==> src/rtl/ps2_key_digits_if.sv <==
// PS/2 pin pair and seven-segment nibble bus of ps2_key_digits.
// master: keyboard/pin side driving PS/2 lines and observing the digit nibbles.
// slave : receiver/key tracker consuming the PS/2 lines and driving the nibbles.
interface ps2_key_digits_if;
  logic       ps2_clk;
  logic       ps2_data;
  logic [3:0] scan_hi;
  logic [3:0] scan_lo;
  logic [3:0] cnt_tens;
  logic [3:0] cnt_ones;
  logic       key_valid;
  logic       frame_err;

  modport master (
    output ps2_clk, ps2_data,
    input  scan_hi, scan_lo, cnt_tens, cnt_ones, key_valid, frame_err
  );

  modport slave (
    input  ps2_clk, ps2_data,
    output scan_hi, scan_lo, cnt_tens, cnt_ones, key_valid, frame_err
  );
endinterface

==> src/rtl/ps2_key_digits.sv <==
// PS/2 keyboard receiver plus make/break key tracker feeding four 7-seg nibbles.
// Optional macro PS2_PARITY_CHECK_EN: when defined, frames must also carry odd parity.
module ps2_key_digits #(
  parameter int unsigned TIMEOUT_CYCLES = 50000
) (
  input  logic           clk,
  input  logic           rst,
  ps2_key_digits_if.slave bus
);

  localparam int unsigned TO_W    = 17;
  localparam int unsigned FRAME_W = 10;
  localparam logic [7:0]  C_E0    = 8'hE0;
  localparam logic [7:0]  C_F0    = 8'hF0;

  typedef enum logic [1:0] {S_IDLE, S_PRESSED, S_BREAK} state_t;

  logic               r_clk_s1, r_clk_s2, r_clk_hist;
  logic               r_dat_s1, r_dat_s2;
  logic               w_fall;
  logic [3:0]         r_bitcnt;
  logic [FRAME_W-1:0] r_frame;
  logic [TO_W-1:0]    r_to_cnt;
  logic               w_timeout;
  logic               w_frame_ok;
  logic               w_par_ok;
  logic               r_byte_valid;
  logic [7:0]         r_byte;
  logic               r_err_pulse;

  state_t             r_state, w_state_nxt;
  logic [7:0]         r_held, w_held_nxt;
  logic [3:0]         r_tens, w_tens_nxt;
  logic [3:0]         r_ones, w_ones_nxt;
  logic               r_kv, w_kv_nxt;
  logic               w_press;
  logic               r_frame_err;

  // Two-flop synchronisers plus one history flop on the PS/2 clock; idle-high reset.
  always_ff @(posedge clk or posedge rst) begin
    if (rst) begin
      r_clk_s1   <= 1'b1;
      r_clk_s2   <= 1'b1;
      r_clk_hist <= 1'b1;
      r_dat_s1   <= 1'b1;
      r_dat_s2   <= 1'b1;
    end else begin
      r_clk_s1   <= bus.ps2_clk;
      r_clk_s2   <= r_clk_s1;
      r_clk_hist <= r_clk_s2;
      r_dat_s1   <= bus.ps2_data;
      r_dat_s2   <= r_dat_s1;
    end
  end

  assign w_fall    = r_clk_hist & ~r_clk_s2;
  assign w_timeout = (r_bitcnt != 4'd0) && (r_to_cnt == TO_W'(TIMEOUT_CYCLES));

  // r_frame holds start..parity (bit 0 = start) once ten bits have been shifted in.
`ifdef PS2_PARITY_CHECK_EN
  assign w_par_ok = ^r_frame[9:1];
`else
  logic w_unused_par;
  assign w_unused_par = r_frame[9];
  assign w_par_ok     = 1'b1;
`endif
  assign w_frame_ok = ~r_frame[0] & r_dat_s2 & w_par_ok;

  // Bit capture, frame check at the stop bit, and inter-edge timeout.
  always_ff @(posedge clk or posedge rst) begin
    if (rst) begin
      r_bitcnt     <= 4'd0;
      r_frame      <= '0;
      r_to_cnt     <= '0;
      r_byte_valid <= 1'b0;
      r_byte       <= 8'h00;
      r_err_pulse  <= 1'b0;
    end else begin
      r_byte_valid <= 1'b0;
      r_err_pulse  <= 1'b0;
      if (w_fall) begin
        r_to_cnt <= '0;
        if (r_bitcnt == 4'd10) begin
          r_bitcnt     <= 4'd0;
          r_byte       <= r_frame[8:1];
          r_byte_valid <= w_frame_ok;
          r_err_pulse  <= ~w_frame_ok;
        end else begin
          r_frame  <= {r_dat_s2, r_frame[FRAME_W-1:1]};
          r_bitcnt <= r_bitcnt + 4'd1;
        end
      end else if (w_timeout) begin
        r_bitcnt <= 4'd0;
        r_to_cnt <= '0;
      end else if (r_bitcnt != 4'd0) begin
        r_to_cnt <= r_to_cnt + TO_W'(1);
      end
    end
  end

  // Key tracker state register.
  always_ff @(posedge clk or posedge rst) begin
    if (rst) r_state <= S_IDLE;
    else     r_state <= w_state_nxt;
  end

  // Key tracker next state: E0 prefixes are ignored everywhere.
  always_comb begin
    w_state_nxt = r_state;
    if (r_byte_valid && (r_byte != C_E0)) begin
      case (r_state)
        S_IDLE:    w_state_nxt = (r_byte == C_F0) ? S_BREAK : S_PRESSED;
        S_PRESSED: if (r_byte == C_F0) w_state_nxt = S_BREAK;
        S_BREAK: begin
          if (r_byte == r_held) w_state_nxt = S_IDLE;
          else                  w_state_nxt = r_kv ? S_PRESSED : S_IDLE;
        end
        default:   w_state_nxt = S_IDLE;
      endcase
    end
  end

  // Key tracker outputs: new press loads held code and bumps the BCD count.
  always_comb begin
    w_held_nxt = r_held;
    w_tens_nxt = r_tens;
    w_ones_nxt = r_ones;
    w_kv_nxt   = r_kv;
    w_press    = 1'b0;
    if (r_byte_valid && (r_byte != C_E0)) begin
      case (r_state)
        S_IDLE:    w_press = (r_byte != C_F0);
        S_PRESSED: w_press = (r_byte != C_F0) && (r_byte != r_held);
        S_BREAK:   if (r_byte == r_held) w_kv_nxt = 1'b0;
        default:   w_press = 1'b0;
      endcase
    end
    if (w_press) begin
      w_held_nxt = r_byte;
      w_kv_nxt   = 1'b1;
      if (r_ones == 4'd9) begin
        w_ones_nxt = 4'd0;
        w_tens_nxt = (r_tens == 4'd9) ? 4'd0 : r_tens + 4'd1;
      end else begin
        w_ones_nxt = r_ones + 4'd1;
      end
    end
  end

  // Registered digit outputs and sticky frame error.
  always_ff @(posedge clk or posedge rst) begin
    if (rst) begin
      r_held      <= 8'h00;
      r_tens      <= 4'd0;
      r_ones      <= 4'd0;
      r_kv        <= 1'b0;
      r_frame_err <= 1'b0;
    end else begin
      r_held      <= w_held_nxt;
      r_tens      <= w_tens_nxt;
      r_ones      <= w_ones_nxt;
      r_kv        <= w_kv_nxt;
      r_frame_err <= r_frame_err | r_err_pulse;
    end
  end

  assign bus.scan_hi   = r_held[7:4];
  assign bus.scan_lo   = r_held[3:0];
  assign bus.cnt_tens  = r_tens;
  assign bus.cnt_ones  = r_ones;
  assign bus.key_valid = r_kv;
  assign bus.frame_err = r_frame_err;

endmodule

==> src/flat_wrapper.sv <==
// flat-port wrapper written by rule: the top's interface ports become plain ports
module ps2_key_digits_flat 
#(
  parameter int unsigned TIMEOUT_CYCLES = 50000
)
  (clk, rst, bus_ps2_clk, bus_ps2_data, bus_scan_hi, bus_scan_lo, bus_cnt_tens, bus_cnt_ones, bus_key_valid, bus_frame_err);
  ps2_key_digits_if bus_i ();
  input  logic clk;
  input  logic rst;
  input wire logic [$bits(bus_i.ps2_clk)-1:0] bus_ps2_clk;
  input wire logic [$bits(bus_i.ps2_data)-1:0] bus_ps2_data;
  output wire logic [$bits(bus_i.scan_hi)-1:0] bus_scan_hi;
  output wire logic [$bits(bus_i.scan_lo)-1:0] bus_scan_lo;
  output wire logic [$bits(bus_i.cnt_tens)-1:0] bus_cnt_tens;
  output wire logic [$bits(bus_i.cnt_ones)-1:0] bus_cnt_ones;
  output wire logic [$bits(bus_i.key_valid)-1:0] bus_key_valid;
  output wire logic [$bits(bus_i.frame_err)-1:0] bus_frame_err;
  assign bus_i.ps2_clk = bus_ps2_clk;
  assign bus_i.ps2_data = bus_ps2_data;
  assign bus_scan_hi = bus_i.scan_hi;
  assign bus_scan_lo = bus_i.scan_lo;
  assign bus_cnt_tens = bus_i.cnt_tens;
  assign bus_cnt_ones = bus_i.cnt_ones;
  assign bus_key_valid = bus_i.key_valid;
  assign bus_frame_err = bus_i.frame_err;
  ps2_key_digits #(.TIMEOUT_CYCLES(TIMEOUT_CYCLES)) u_core (.clk(clk), .rst(rst), .bus(bus_i));
endmodule
==> config.mk <==
export PLATFORM = sky130hd
export DESIGN_NAME = ps2_key_digits_flat
export DESIGN_NICKNAME = d
export VERILOG_FILES = /design/src/rtl/ps2_key_digits_if.sv /design/src/rtl/ps2_key_digits.sv /design/src/flat_wrapper.sv
export SDC_FILE = /design/constraint.sdc
export NUM_CORES = 1
export LEC_CHECK = 0
export ABC_CLOCK_PERIOD_IN_PS = 5600
export BUFFER_PORTS_ARGS = -buffer_cell sky130_fd_sc_hd__buf_2
export CELL_PAD_IN_SITES_DETAIL_PLACEMENT = 0
export CELL_PAD_IN_SITES_GLOBAL_PLACEMENT = 1
export CORE_MARGIN = 3
export CORE_UTILIZATION = 45
export DETAILED_ROUTE_END_ITERATION = 6
export GPL_TIMING_DRIVEN = 0
export PLACE_DENSITY_LB_ADDON = 0.15
export SLEW_MARGIN = 20
export SYNTH_ARGS = -nofsm -noshare
export SYNTH_HDL_FRONTEND = slang
export SYNTH_SLANG_ARGS = --single-unit
==> constraint.sdc <==
create_clock -name clk -period 5.6 [get_ports clk]
set_input_delay 0.84 -clock clk [delete_from_list [all_inputs] [get_ports clk]]
set_output_delay 0.84 -clock clk [all_outputs]
set_load 0.02 [all_outputs]
==> out/results.ini <==
[yosys]
synth_edf_count=0
syn_area_um2=3070
syn_nets=266
ys_dominant_reg_cell=dfrtp_1
seq_area_frac_synth_pct=53.99
synthCells=257
synth.avg_cell_area_um2=11.95
ys_ff_latch=66
synthArstFlopShare_pct=100.0
yosysUniqueCellTypes=49
yosys_warnings=0

[place]
hpwl_mm=3.615
port_buffers=21
gp_congestion=0.7276

[routing]
drt_iter0_markers=69
post-route-drc-count=0
drt_first_pass_iters=4
wl_per_cell_um=14.33
drtAntennaViolNets=0
vias=1931
via_per_inst=5.191
routed_wl_mm=5.331

[clocking]
cts_tree=yes
clkTransAtPathRegs_ns=0.08
clk_latency_ns=0.34
htreeDepth=3
clockBufferDepth=2
postCtsSetupBuffers=0
cts_inserted_buffers=9
clockRootBuffer=clkbuf_8
cts.sinks=66
cts_hold_buffers=0
cts-resized-gates=0

[power]
p_leak_nw=1.624
p_sw_w=0.0004183
netSwitchingFraction_pct=32.91
seq_power_share_pct=50.4
cell_internal_pwr_w=0.0008527
powerDensity_nw_per_um2=365.3
ir_drop_v=0.0002303
clockPowerShare_pct=28.5
power_frac_comb_pct=21.1
finalPower_w=0.001271

[final_layout]
drive_above_1_share_pct=29.83
diodes=0
syn2layout_area_growth_pct=13.33
final_core_util_pct=53.57
num-nets-final=299

[global_route]
grtUsageTotal_pct=16.06
grt_pass1_wl_mm=9.639
grt_pass1_vias=2008
grt_overflow=0
antenna_found_initial=0
grt_max_degree=54

[job]
maxCapViolations=0

[worst_setup_path]
path_max_fanout=9
start_kind=flop
path_class=flop to flop
cp.required_ns=5.82
reg2reg_depth=8
end_kind=flop
cp.arrival_ns=2.26

[sta]
hold_viol_final=0
rsz0062_at_grt=no
setup_viol=0
min_period_ns=2.036
setup-tns-final_ns=0
max_slew.worst_pin.slew_ns=0.4799
clock_skew_ns=0.006051
fmax_mhz=491.3
relSlewSlack_pct=67.73
post-route-period-util_pct=36.35
finalMaxSlewViolations=0

[floorplanning]
die_h_um=88.60
die_x_um=88.60
core_um2=6495
die_area_um2=7850
initial_utilization_pct=47.27
fp-row-count=29
ios=22

[worst_hold_path]
holdCritPathClass=flop to flop
hold_path_depth=0

[run_status]
status=complete, no violations

## worst max-delay path, cell delays in order (launching register included)
cell	delay (ns)
dfrtp_1	0.40
inv_1	0.12
ha_1	0.17
or3b_1	0.33
buf_2	0.17
o211ai_2	0.37
nor3_1	0.13
xnor2_1	0.16
nor2_1	0.06
## layer usage
| layer | share of wire, % | GRT usage, % | vias to the layer above |
|---|---|---|---|
| met5 | 0 | 0 | - |
| met3 | 2.5 | 4.469 | 7 |
| met4 | 1.5 | 6.593 | 0 |
| li1 | - | - | 969 |
| met1 | 52 | 22.39 | 934 |
| met2 | 44 | 23.66 | 21 |
## final timing paths
path	from	to	slack, ns
max reg2reg	u_core.r_bitcnt[0]	u_core.r_to_cnt[14]	3.56
min	u_core.r_dat_s1	u_core.r_dat_s2	0.36
min reg2reg	u_core.r_dat_s1	u_core.r_dat_s2	0.36
max	u_core.r_bitcnt[0]	u_core.r_to_cnt[14]	3.56
min in group asynchronous	rst	u_core.r_to_cnt[13]	0.42
max in group asynchronous	rst	u_core.r_dat_s1	4.62
## final cells by class
class / instances / area [µm²]
fill: 577 / 3015
sequential: 66 / 1658
multi-input combinational: 170 / 1319
timing repair buffer: 22 / 132.6
clock buffer: 9 / 123.9
tap: 77 / 96.34
clock inverter: 7 / 53.80
inverter: 13 / 51.30
buffer: 8 / 45.04
## layout by cell type, fill, tap and decap left out, types with 2 or more instances in the layout
cell type / netlist / layout
dfrtp_1: 61 / 61
buf_2: 6 / 27
mux2_2: 22 / 22
nor2_1: 20 / 20
xnor2_1: 15 / 15
inv_1: 13 / 12
xor2_1: 10 / 10
nand3_1: 10 / 10
nand2_1: 9 / 9
clkbuf_8: 0 / 9
nand4_1: 7 / 7
nor2b_1: 6 / 6
nor4_2: 5 / 5
o21ai_1: 5 / 5
o21ai_0: 5 / 5
nor3_1: 5 / 5
ha_1: 5 / 5
dfstp_2: 5 / 5
mux2_4: 4 / 4
or3_1: 4 / 4
a21oi_1: 4 / 4
nand2b_1: 3 / 3
clkinvlp_4: 0 / 3
or3b_1: 2 / 2
mux2_1: 2 / 2
nor3b_1: 2 / 2
or2_2: 2 / 2
and3_1: 2 / 2
inv_6: 0 / 2
## state kept, by name, summed over array words and instances (netlist names), 2 cells and up
signal               flops
u_core.r_to_cnt         17
u_core.r_held            8
u_core.r_frame          10
u_core.r_byte            8
u_core.r_state           2
u_core.bus.cnt_ones      4
u_core.bus.cnt_tens      4
u_core.r_bitcnt          4
## Yosys cell counts (6+ instances only)
master   count  area [µm²]
nor2_1      20       75.07
xor2_1      10       87.58
buf_2        6       30.03
dfrtp_1     61        1526
nand3_1     10       50.05
mux2_2      22       247.7
inv_1       13       48.80
xnor2_1     15       131.4
nand2_1      9       33.78
nor2b_1      6       37.54
nand4_1      7       43.79
## metrics by stage
stage	hold slack [ns]	cell area [µm²]	std cells	worst slack, ns
global placement	0.3458	3272	355	2.237
global route	0.3667	3480	372	3.410
floorplan	0.3452	3070	257	3.113
CTS	0.3603	3480	372	3.555
detailed placement	0.3491	3302	356	3.581
finish	0.3590	3480	372	3.564
## cells by family (layout without fill, tap and decap cells)
group | after synthesis | after routing | share of synthesized area, %
compound gates | 29 | 29 | 7.621
xor+xnor | 25 | 25 | 7.131
fa+ha+maj | 5 | 5 | 2.037
buf+inv | 21 | 59 | 3.056
flops | 66 | 66 | 53.99
mux | 28 | 28 | 10.76
simple gates | 83 | 83 | 15.40
## power groups by stage
stage	sequential, W	clock, W	combinational (W)
finish	0.000641	0.000362	0.000268
detailed placement	0.000652	0	0.000270
global placement	0.000651	0	0.000264
global route	0.000655	0.000398	0.000308
floorplan	0.000639	0	0.000214
CTS	0.000642	0.000375	0.000272
No activity file was read; power rests on OpenSTA's default activity.
